**src/rtl/toy_pack.sv**
```systemverilog
// Shared toy-bus types and widths, plus the timer register offset map.
// Included first so every block that talks to the toy bus agrees on encodings.
package toy_pack;

    localparam int unsigned ADDR_WIDTH     = 32;
    localparam int unsigned BUS_DATA_WIDTH = 32;

    typedef enum logic {
        TOY_BUS_READ  = 1'b0,
        TOY_BUS_WRITE = 1'b1
    } toy_bus_op_t;

    // Word offsets decoded from addr[4:2]; 5..7 are unmapped.
    typedef enum logic [2:0] {
        MSIP        = 3'd0,
        MTIMECMP_LO = 3'd1,
        MTIMECMP_HI = 3'd2,
        MTIME_LO    = 3'd3,
        MTIME_HI    = 3'd4
    } timer_reg_t;

    typedef enum logic {
        StIdle,
        StResp
    } timer_state_e;

    function automatic logic [31:0] apply_strb(input logic [31:0] old_val,
                                               input logic [31:0] new_val,
                                               input logic [3:0]  strb);
        logic [31:0] res;
        res = old_val;
        for (int b = 0; b < 4; b++) begin
            if (strb[b]) res[8*b +: 8] = new_val[8*b +: 8];
        end
        return res;
    endfunction

endpackage

```
**src/rtl/toy_timer_slave.sv**
```systemverilog
// CLINT-style machine timer on the toy request/ack bus: 64-bit mtime with a
// prescaler, 64-bit mtimecmp, msip bit, registered mtip comparison.
module toy_timer_slave
    import toy_pack::*;
#(
    parameter int unsigned TICK_DIV = 1,
    parameter logic [63:0] CMP_RST  = 64'hFFFF_FFFF_FFFF_FFFF
) (
    input  logic                      clk,
    input  logic                      rst_n,
    input  logic                      req_vld,
    output logic                      req_rdy,
    input  logic                      req_op,
    input  logic [ADDR_WIDTH-1:0]     req_addr,
    input  logic [BUS_DATA_WIDTH-1:0] req_wdata,
    input  logic [3:0]                req_strb,
    output logic                      ack_vld,
    input  logic                      ack_rdy,
    output logic [BUS_DATA_WIDTH-1:0] ack_rdata,
    output logic                      ack_err,
    output logic                      mtip,
    output logic                      msip
);

    localparam logic [15:0] PRESC_MAX = 16'(TICK_DIV - 1);

    timer_state_e               state_q, state_d;
    logic [15:0]                presc_q, presc_d;
    logic [63:0]                mtime_q, mtime_d;
    logic [63:0]                cmp_q, cmp_d;
    logic                       msip_q, msip_d;
    logic                       mtip_q, mtip_d;
    logic [BUS_DATA_WIDTH-1:0]  rdata_q, rdata_d;
    logic                       err_q, err_d;

    logic                       tick;
    logic                       accept;
    logic                       is_write;
    logic                       mapped;
    timer_reg_t                 reg_off;
    logic [31:0]                reg_rdata;
    logic                       unused_addr;

    assign unused_addr = ^{req_addr[ADDR_WIDTH-1:5], req_addr[1:0]};

    assign reg_off  = timer_reg_t'(req_addr[4:2]);
    assign mapped   = (req_addr[4:2] <= 3'd4);
    assign is_write = (req_op == TOY_BUS_WRITE);
    assign accept   = (state_q == StIdle) && req_vld;
    assign tick     = (presc_q == PRESC_MAX);

    // Gated by rst_n so the initiator never sees ready while reset is held.
    assign req_rdy   = (state_q == StIdle) && rst_n;
    assign ack_vld   = (state_q == StResp);
    assign ack_rdata = rdata_q;
    assign ack_err   = err_q;
    assign mtip      = mtip_q;
    assign msip      = msip_q;

    always_comb begin
        reg_rdata = '0;
        case (reg_off)
            MSIP:        reg_rdata = {31'b0, msip_q};
            MTIMECMP_LO: reg_rdata = cmp_q[31:0];
            MTIMECMP_HI: reg_rdata = cmp_q[63:32];
            MTIME_LO:    reg_rdata = mtime_q[31:0];
            MTIME_HI:    reg_rdata = mtime_q[63:32];
            default:     reg_rdata = '0;
        endcase
    end

    always_comb begin
        state_d = state_q;
        presc_d = tick ? 16'd0 : presc_q + 16'd1;
        mtime_d = tick ? mtime_q + 64'd1 : mtime_q;
        cmp_d   = cmp_q;
        msip_d  = msip_q;
        rdata_d = rdata_q;
        err_d   = err_q;
        mtip_d  = (mtime_q >= cmp_q);

        unique case (state_q)
            StIdle: if (req_vld) state_d = StResp;
            StResp: if (ack_rdy) state_d = StIdle;
            default: state_d = StIdle;
        endcase

        if (accept) begin
            err_d   = !mapped;
            rdata_d = (!is_write && mapped) ? reg_rdata : '0;
            if (is_write && mapped) begin
                case (reg_off)
                    MSIP: if (req_strb[0]) msip_d = req_wdata[0];
                    MTIMECMP_LO: cmp_d[31:0]  = apply_strb(cmp_q[31:0], req_wdata, req_strb);
                    MTIMECMP_HI: cmp_d[63:32] = apply_strb(cmp_q[63:32], req_wdata, req_strb);
                    // A real mtime write overrides the tick; the other half keeps its old value.
                    MTIME_LO: if (|req_strb) begin
                        mtime_d = {mtime_q[63:32],
                                   apply_strb(mtime_q[31:0], req_wdata, req_strb)};
                    end
                    MTIME_HI: if (|req_strb) begin
                        mtime_d = {apply_strb(mtime_q[63:32], req_wdata, req_strb),
                                   mtime_q[31:0]};
                    end
                    default: ;
                endcase
            end
        end
    end

    always_ff @(posedge clk or negedge rst_n) begin
        if (!rst_n) begin
            state_q <= StIdle;
            presc_q <= 16'd0;
            mtime_q <= 64'd0;
            cmp_q   <= CMP_RST;
            msip_q  <= 1'b0;
            mtip_q  <= 1'b0;
            rdata_q <= '0;
            err_q   <= 1'b0;
        end else begin
            state_q <= state_d;
            presc_q <= presc_d;
            mtime_q <= mtime_d;
            cmp_q   <= cmp_d;
            msip_q  <= msip_d;
            mtip_q  <= mtip_d;
            rdata_q <= rdata_d;
            err_q   <= err_d;
        end
    end

endmodule

```
**config.mk**
```make
export PLATFORM = sky130hd
export DESIGN_NAME = toy_timer_slave
export DESIGN_NICKNAME = d
export VERILOG_FILES = /design/src/rtl/toy_pack.sv /design/src/rtl/toy_timer_slave.sv
export SDC_FILE = /design/constraint.sdc
export NUM_CORES = 1
export LEC_CHECK = 0
export CORE_AREA = 2 2 144 146
export DETAILED_ROUTE_END_ITERATION = 16
export DIE_AREA = 0 0 146 148
export PLACE_DENSITY_LB_ADDON = 0.12
export SLEW_MARGIN = 20
export SYNTH_ARGS = -nofsm -noshare
export SYNTH_HDL_FRONTEND = slang
export SYNTH_SLANG_ARGS = --single-unit
```
**constraint.sdc**
```tcl
create_clock -name clk -period 2.7 [get_ports clk]
set_input_delay 0.675 -clock clk [delete_from_list [all_inputs] [get_ports clk]]
set_output_delay 0.675 -clock clk [all_outputs]
set_load 0.1 [all_outputs]
```
# [Word level (Yosys, flattened, before mapping)]
# Cells that the tools add are included.
[classes] add_sub_neg=2 n_lt_le_gt_ge=2 eq_ne=14 n_mux=16 bitwise=1 reduce_logical=26
[op_table] cell="two-way mux 64 bit" count=5
[op_table] cell="one-hot mux 32 bit (5 select lines)" count=1
[op_table] cell="one-hot mux 64 bit (2 select lines)" count=1
[op_table] cell="adder 64 x 1 -> 64 bit (second input constant)" count=1
[op_table] cell="greater-or-equal comparator 64 bit" count=1
[op_table] cell="!= test 5 bit (second input constant)" count=8
[op_table] cell="AND reduction 4 bit" count=9
[op_table] cell="two-way mux 32 bit" count=1
[op_table] cell="two-way mux 8 bit" count=4
[op_table] cell="adder 16 x 1 -> 16 bit (second input constant)" count=1
[op_table] cell="zero test 16 bit" count=1
[op_table] cell="two-way mux 16 bit" count=1
[op_table] cell="AND reduction 2 bit" count=8
[op_table] cell="!= test 4 bit (second input constant)" count=2
[op_table] cell="== test 3 x 2 -> 1 bit (second input constant)" count=2
[op_table] cell="logical AND 1 bit" count=4
[op_table] cell="OR reduction 4 bit" count=1
[op_table] cell="== test 3 x 1 -> 1 bit (second input constant)" count=1
[op_table] cell="== test 3 bit (second input constant)" count=1
[op_table] cell="less-or-equal comparator 3 bit (second input constant)" count=1
[op_table] cell="zero test 3 bit" count=1
[op_table] cell="zero test 1 bit" count=2
[op_table] cell="two-way mux 1 bit" count=2
[op_table] cell="one-hot mux 1 bit (2 select lines)" count=1
[op_table] cell="NOT 1 bit" count=1
[totals] register_bits=180 inputBits=73 out_inout_bits=37

# [Longest topological paths before layout]
# Gate-level depths: netlist of the first run.
[logic_depth] word_depth=6 mapped_depth=10 mapped_depth_nobuf=8

# [Least setup slack after synthesis of the first run]
# OpenSTA, ideal clock, no wires.
[synth_timing] path_kind="reg-to-output" start="reg state_q (netlist: ack_vld)" end="out req_rdy" t_arrival_ns=2.237 required_time_ns=2.025 path_slack_ns=-0.212 path_stages_with_launch=2 cell_sequence="dfrtp_1 > nor2b_1"
[synth_between] elab_chain_len=2
[synth_rtl] element="start, declared" line_no="toy_timer_slave.sv:27" source="timer_state_e state_q, state_d;"
[synth_rtl] element="start signal, assigned" line_no="toy_timer_slave.sv:113" source="state_q <= StIdle;"
[synth_rtl] element="start signal, assigned" line_no="toy_timer_slave.sv:122" source="state_q <= state_d;"
[synth_rtl] element="NOT 1 bit"
[synth_rtl] element="logical AND 1 bit" line_no="toy_timer_slave.sv:53" source="assign req_rdy = (state_q == StIdle) && rst_n;"
[synth_rtl] element="end, declared" line_no="toy_timer_slave.sv:12" source="output logic req_rdy,"
# Every way passes these cells.

# [Worst setup path in the final report of the first run]
[layout_timing] start="in req_strb[1]" end="reg mtime_q[22]"
[layout_between] elab_chain_len=5
[layout_rtl] element="start, declared" line_no="toy_timer_slave.sv:16" source="input logic [3:0] req_strb,"
[layout_rtl] element="OR reduction 4 bit (*)" line_no="toy_timer_slave.sv:97, toy_timer_slave.sv:101"
[layout_rtl] element="two-way mux 64 bit" line_no="toy_timer_slave.sv:97" source="MTIME_LO: if (|req_strb) begin"
[layout_rtl] element="one-hot mux 64 bit (2 select lines)" line_no="toy_timer_slave.sv:92" source="case (reg_off)"
[layout_rtl] element="two-way mux 64 bit" line_no="toy_timer_slave.sv:91" source="if (is_write && mapped) begin"
[layout_rtl] element="two-way mux 64 bit" line_no="toy_timer_slave.sv:88" source="if (accept) begin"
[layout_rtl] element="end signal, assigned" line_no="toy_timer_slave.sv:124" source="mtime_q <= mtime_d;"
[layout_rtl] element="end, declared" line_no="toy_timer_slave.sv:29" source="logic [63:0] mtime_q, mtime_d;"
# Mark *: on every way between the ends. The rest lies on a longest branch, timed or not. The select of a mux whose other input is x is not followed.
# A chain may end at the register's enable or synchronous reset.

==> results of run 1 <==
-- worst max-delay path: cells and delay by family --
kind,cells,cell delay (ns)
buffers and inverters,3,0.92
and+or+nand+nor,2,0.72
AOI/OAI and AO/OA,3,0.65
-- cells by family after synthesis --
group           Yosys count  synth area share (%)
compound gates          419                  23.2
simple gates            398                  18.2
flops                   180                  39.6
buf+inv                 149                  5.73
fa+ha+maj                67                  7.23
mux                      51                  4.92
xor+xnor                 16                  1.21
-- power groups by stage --
| stage | registers [uW] | logic (uW) | clock network [uW] |
|---|---|---|---|
| floorplan | 4180 | 1620 | 0 |
| global placement | 3940 | 3050 | 0 |
| detailed placement | 3960 | 3150 | 0 |
| CTS | 3920 | 3180 | 2580 |
| global route | 4010 | 3550 | 2710 |
| finish | 3940 | 3230 | 2560 |
-- state kept, by name, summed over array words and instances (netlist names) --
signal	flops
cmp_q	64
ack_vld	1
ack_rdata	32
ack_err	1
msip	1
mtime_q	64
mtip	1
presc_q	16
-- per-stage QoR --
stage	area, um2	total power (uW)	TNS (ns)
2_1_floorplan	11600	5800	0
3_3_place_gp	13700	6990	-11.96
3_5_place_dp	13700	7110	-13.72
4_1_cts	14300	9680	0
5_1_grt	14300	10300	0
6_report	14300	9740	0
-- timing repair --
item	CTS	global route
gates cloned	0	0
resized for setup	1	12
hold buffers	0	0
pin swaps	0	1
setup buffers	0	0
endpoints found under the setup margin	1	13
-- synth_stat cells (8+ instances only) --
| master | count | area share (%) |
|---|---|---|
| nand3_1 | 44 | 1.9 |
| inv_1 | 77 | 2.5 |
| nor4_1 | 19 | 1.0 |
| o2bb2ai_1 | 8 | 0.60 |
| a221oi_1 | 32 | 2.4 |
| dfstp_2 | 64 | 15 |
| xnor2_1 | 12 | 0.91 |
| a22oi_1 | 14 | 0.91 |
| clkbuf_1 | 45 | 1.5 |
| and3_1 | 20 | 1.1 |
| nor3_1 | 23 | 0.99 |
| a21oi_1 | 77 | 3.3 |
| mux2_2 | 48 | 4.7 |
| ha_1 | 67 | 7.2 |
| a22o_1 | 26 | 2.0 |
| a31oi_1 | 20 | 1.1 |
| buf_2 | 13 | 0.56 |
| o21ai_0 | 156 | 6.7 |
| and2_1 | 12 | 0.65 |
| nand2_1 | 129 | 4.2 |
| nand4_1 | 31 | 1.7 |
| and4_1 | 14 | 1.1 |
| nor2_1 | 62 | 2.0 |
| dfrtp_1 | 116 | 25 |
-- final cells by class --
cell class | count | area (um2)
tap | 270 | 338
clock inverter | 15 | 175
antenna | 1 | 2.50
multi-input combinational | 951 | 6480
timing repair buffer | 245 | 2050
fill | 1562 | 5700
clock buffer | 17 | 425
sequential | 180 | 4580
inverter | 77 | 289
-- layer usage --
metal | wire length, um | vias up
li1 | - | 5175
met1 | 16100 | 5532
met4 | 1440 | 0
met2 | 16500 | 634
met3 | 4070 | 100
met5 | 0 | -
-- worst min-delay path by stage --
stage	start	endpoint	slack [ns]	cells past startpoint
finish	rst_n	ack_rdata[4]$_DFFE_PN0P_	0.29	2
global route	rst_n	ack_rdata[4]$_DFFE_PN0P_	0.38	2
CTS	rst_n	presc_q[14]$_DFF_PN0_	0.37	2
detailed placement	ack_rdata[17]$_DFFE_PN0P_	ack_rdata[17]$_DFFE_PN0P_	0.47	2
global placement	ack_rdata[17]$_DFFE_PN0P_	ack_rdata[17]$_DFFE_PN0P_	0.46	2
floorplan	rst_n	ack_err$_DFFE_PN0P_	0.38	0
==> results.cfg, run 1 <==
[status]
status = finished clean

[critical_path]
r2r-start = mtime_q[9]$_DFFE_PN0P_
path_max_fanout = 10
required_ns = 3.06
worstSetupPathType = input port to flop
r2r_end = mtime_q[60]$_DFFE_PN0P_
arrival_ns = 2.96
r2r_slack_ns = 0.16
crit_path_end_kind = flop
crit_chain = clkdlybuf4s50_1 -> or4_1 -> buf_4 -> o211ai_1 -> buf_4 -> nand2_1 -> o32a_1 -> o21ai_0
cp-startpoint = req_strb[1]
r2r_cells = 8
cpMaxStageDelayCell = or4_1
path_common_cell = buf_4
slowest_delay_ns = 0.61
crit_end = mtime_q[22]$_DFFE_PN0P_
cp-start-kind = input port

[logic_synthesis]
yosys.cell_types.count = 80
synth_edf_count = 0
synth_fp_nets = 1420
synth_area_per_cell_um2 = 9.06
syn_inst = 1280
synth_warnings = 0
ys.flop_type = dfrtp_1
ys_seq_area_share_pct = 39.6
ys_async_sr_fraction_pct = 100
synth-seq-cells = 180
synthesis.area_mm2 = 0.0116

[global_route]
grt_pass1_vias = 10800
met1_usage_pct = 51.9
globalRoute.busiestLayer = met2
antenna_found_initial = 0
grt_pass1_wl_mm = 60.6
met2_usage_pct = 52.8
grt-ovfl-total = 0
grt_max_degree = 132
track_usage_pct = 35.9
use_met3_pct = 8.30

[pwr]
power_switching_uw = 3860
switching_share_pct = 39.6
comb_power_share_pct = 33.2
leakagePower_uw = 0.00606
p_int_uw = 5880
seqPwrFrac_pct = 40.5
clockPowerShare_pct = 26.3
power_density_mw_per_mm2 = 679
ir_worst_vdd_mv = 0.409

[route]
viasPerCell = 6.52
drtAntennaViolNets = 0
routed_wl_mm = 38.1
post_drt_wl_per_cell_um = 21.7
drc = 0
drt_iter0_drc = 1399
drtPass1Iterations = 8
vias = 11400

[clock_network]
h-tree-depth = 4
cts_tree = done
path_clk_slew_ns = 0.08
root_buffer = clkbuf_16
insertion_delay_ns = 0.45
cts_made_buffers = 17
clockBufferDepth = 2
clkSinkCount = 180

[layout]
fin_nets = 1612
layout_common_cells = 194 x buf_4, 155 x o21ai_0, 129 x nand2_1, 116 x dfrtp_1, 77 x inv_1
final_common_cell = buf_4
drive_above_1_share_pct = 25.8
fin_util_pct = 71.6
fin_cells = 1756
area_growth_syn_to_layout_pct = 23.7

[timing]
fin_crit_ns = 2.60
skew_ns = 0.0121
finalWorstSetupSlack_ns = 0.104
setup_viol = 0
relSlewSlack_pct = 48.4
tightestPinTransition_ns = 0.774
fmax_mhz = 385
slew_viol_final = 0
period_share_pct = 96.1
hold_slack_ns = 0.290
hold_viol = 0
grt_setup_unrepaired = false

[placed_design]
hpwl_mm = 28.0
pre_cts_slack_ns = -0.326
gp_congestion = 0.967
placedCellCount = 1723
numPortBuffers = 80

[die]
std_cell_rows = 52
pin_count = 110
die-area_mm2 = 0.0216
core_region_area_mm2 = 0.0200
initial_core_util_pct = 57.8
die_width_um = 146
die_h_um = 148

[flow_run]
maxCapViolCount = 0

[hold_path]
hp-class = input port to async pin
Power figures use the tool's default switching activity.
==> inputs of run 2 (changes only) <==
--- a/config.mk
+++ b/config.mk
@@ -8,6 +8,7 @@
 export CORE_AREA = 2 2 144 146
 export DETAILED_ROUTE_END_ITERATION = 16
 export DIE_AREA = 0 0 146 148
+export MAX_ROUTING_LAYER = met4
 export PLACE_DENSITY_LB_ADDON = 0.12
 export SLEW_MARGIN = 20
 export SYNTH_ARGS = -nofsm -noshare
==> results.cfg, run 2 (same netlist as run 1, synthesis figures left out) <==
[timing]
skew_ns = 0.0121
grt_setup_unrepaired = false
tightestPinTransition_ns = 0.725
setup_viol = 0
period_share_pct = 96.1
hold_viol = 0
hold_slack_ns = 0.350
relSlewSlack_pct = 51.7
fin_crit_ns = 2.59
slew_viol_final = 0
fmax_mhz = 386

[pwr]
p_int_uw = 5870
power_switching_uw = 3850
switching_share_pct = 39.6
comb_power_share_pct = 33.7
seqPwrFrac_pct = 40.4
power_density_mw_per_mm2 = 678
leakagePower_uw = 0.00604
clockPowerShare_pct = 25.9
total_power_uw = 9720
ir_worst_vdd_mv = 0.458

[placed_design]
hpwl_mm = 28.4
numPortBuffers = 80
gp_congestion = 1.01

[hold_path]
hp-class = input port to async pin

[clock_network]
h-tree-depth = 4
path_clk_slew_ns = 0.08
insertion_delay_ns = 0.45
cts_tree = done
clockBufferDepth = 2
cts_resized = 0
cts_hold_buf = 0
cts_made_buffers = 17
root_buffer = clkbuf_16
clkSinkCount = 180
cts_setup_buffers = 0

[critical_path]
slowest_delay_ns = 0.52
cpMaxStageDelayCell = or3_1
arrival_ns = 2.92
r2r_cells = 8
cp_num_buf_inv = 2
crit_chain = nand4_2 -> or3_1 -> buf_4 -> nor4b_2 -> buf_4 -> a32o_1 -> a21oi_1 -> a311oi_1
crit_path_end_kind = flop
cp-start-kind = flop
required_ns = 3.03
path_common_cell = buf_4
path_max_fanout = 7
worstSetupPathType = flop to flop
cp_top_family = simple AND/OR/NAND/NOR gates
cp.depth = 8
cp-startpoint = mtime_q[6]$_DFFE_PN0P_
r2r-start = mtime_q[6]$_DFFE_PN0P_

[global_route]
grt-ovfl-total = 0
antenna_found_initial = 2
grt_pass1_vias = 10800
grt_max_degree = 131
track_usage_pct = 36.8
grt_pass1_wl_mm = 60.2

[die]
pin_count = 110
std_cell_rows = 52
die_h_um = 148
initial_core_util_pct = 57.8
die_width_um = 146
die-area_mm2 = 0.0216
core_region_area_mm2 = 0.0200

[layout]
layout_common_cells = 198 x buf_4, 156 x o21ai_0, 129 x nand2_1, 116 x dfrtp_1, 77 x inv_1
drive_above_1_share_pct = 25.9
antenna_cells = 0
final_common_cell = buf_4
area_growth_syn_to_layout_pct = 23.7
fin_nets = 1617

[status]
status = finished clean

[flow_run]
maxCapViolCount = 0

[route]
vias = 11500
drtAntennaViolNets = 0
drtPass1Iterations = 5
drc = 0
drt_iter0_drc = 1439
viasPerCell = 6.53
post_drt_wl_per_cell_um = 21.8
routed_wl_mm = 38.4
==> run 2: cell count changes in the layout (fill, tap and decap cells not counted), sizes merged <==
| cell | delta |
|---|---|
| clkinvlp | +1 |
| buf | +5 |
| inv | +1 |
| diode | -1 |
| clkinv | -2 |
==> run 2: path summary, 6_finish.rpt <==
| check | slack [ns] | end |
|---|---|---|
| worst max-delay path | 0.11 | mtime_q[58]$_DFFE_PN0P_ |
| worst min register to register | 0.48 | ack_rdata[11]$_DFFE_PN0P_ |
| min in group clk | 0.48 | ack_rdata[11]$_DFFE_PN0P_ |
| worst max register to register | 0.11 | mtime_q[58]$_DFFE_PN0P_ |
| worst min-delay path | 0.35 | presc_q[6]$_DFF_PN0_ |
| max in group asynchronous | 1.80 | mtime_q[45]$_DFFE_PN0P_ |
==> run 2: metal layers <==
metal  GRT usage (%)  vias up  wire length, um
li1                -     5186                -
met1            51.8     5524            16200
met2            52.7      675            16700
met3            8.18      100             4240
met4            12.4        0             1230
met5               -        -                0
==> run 2: power groups by stage <==
stage / logic, uW / registers, uW / clock network, uW
finish: 3270 / 3930 / 2520
global route: 3550 / 3990 / 2650
CTS: 3200 / 3910 / 2540
detailed placement: 3180 / 3950 / 0
global placement: 3070 / 3930 / 0
floorplan: 1620 / 4180 / 0
==> run 2: worst register-to-register path, stage by stage (launching register included) <==
cell	delay, ns
dfrtp_1	0.46
nand4_2	0.20
or3_1	0.52
buf_4	0.21
nor4b_2	0.30
buf_4	0.23
a32o_1	0.17
a21oi_1	0.07
a311oi_1	0.32
==> run 2: layout make-up <==
class	count	area (um2)
inverters	77	289
well taps	270	338
clock inverters	15	158
fillers	1601	5700
clock buffers	17	425
multi-input cells	951	6450
flip-flops and latches	180	4580
repair buffers	250	2100
==> run 2: stage by stage <==
stage               instance area, um2  util (%)  instances  setup TNS [ns]  worst slack (ns)
finish                           14300      71.6       1760               0             0.107
global route                     14300      71.6       1760               0          0.000266
CTS                              14300      71.3       1760               0            0.0609
detailed placement               13700      68.4       1728          -12.73            -0.344
global placement                 13700      68.4       1728          -10.76            -0.288
floorplan                        11600         -       1280               0             0.194
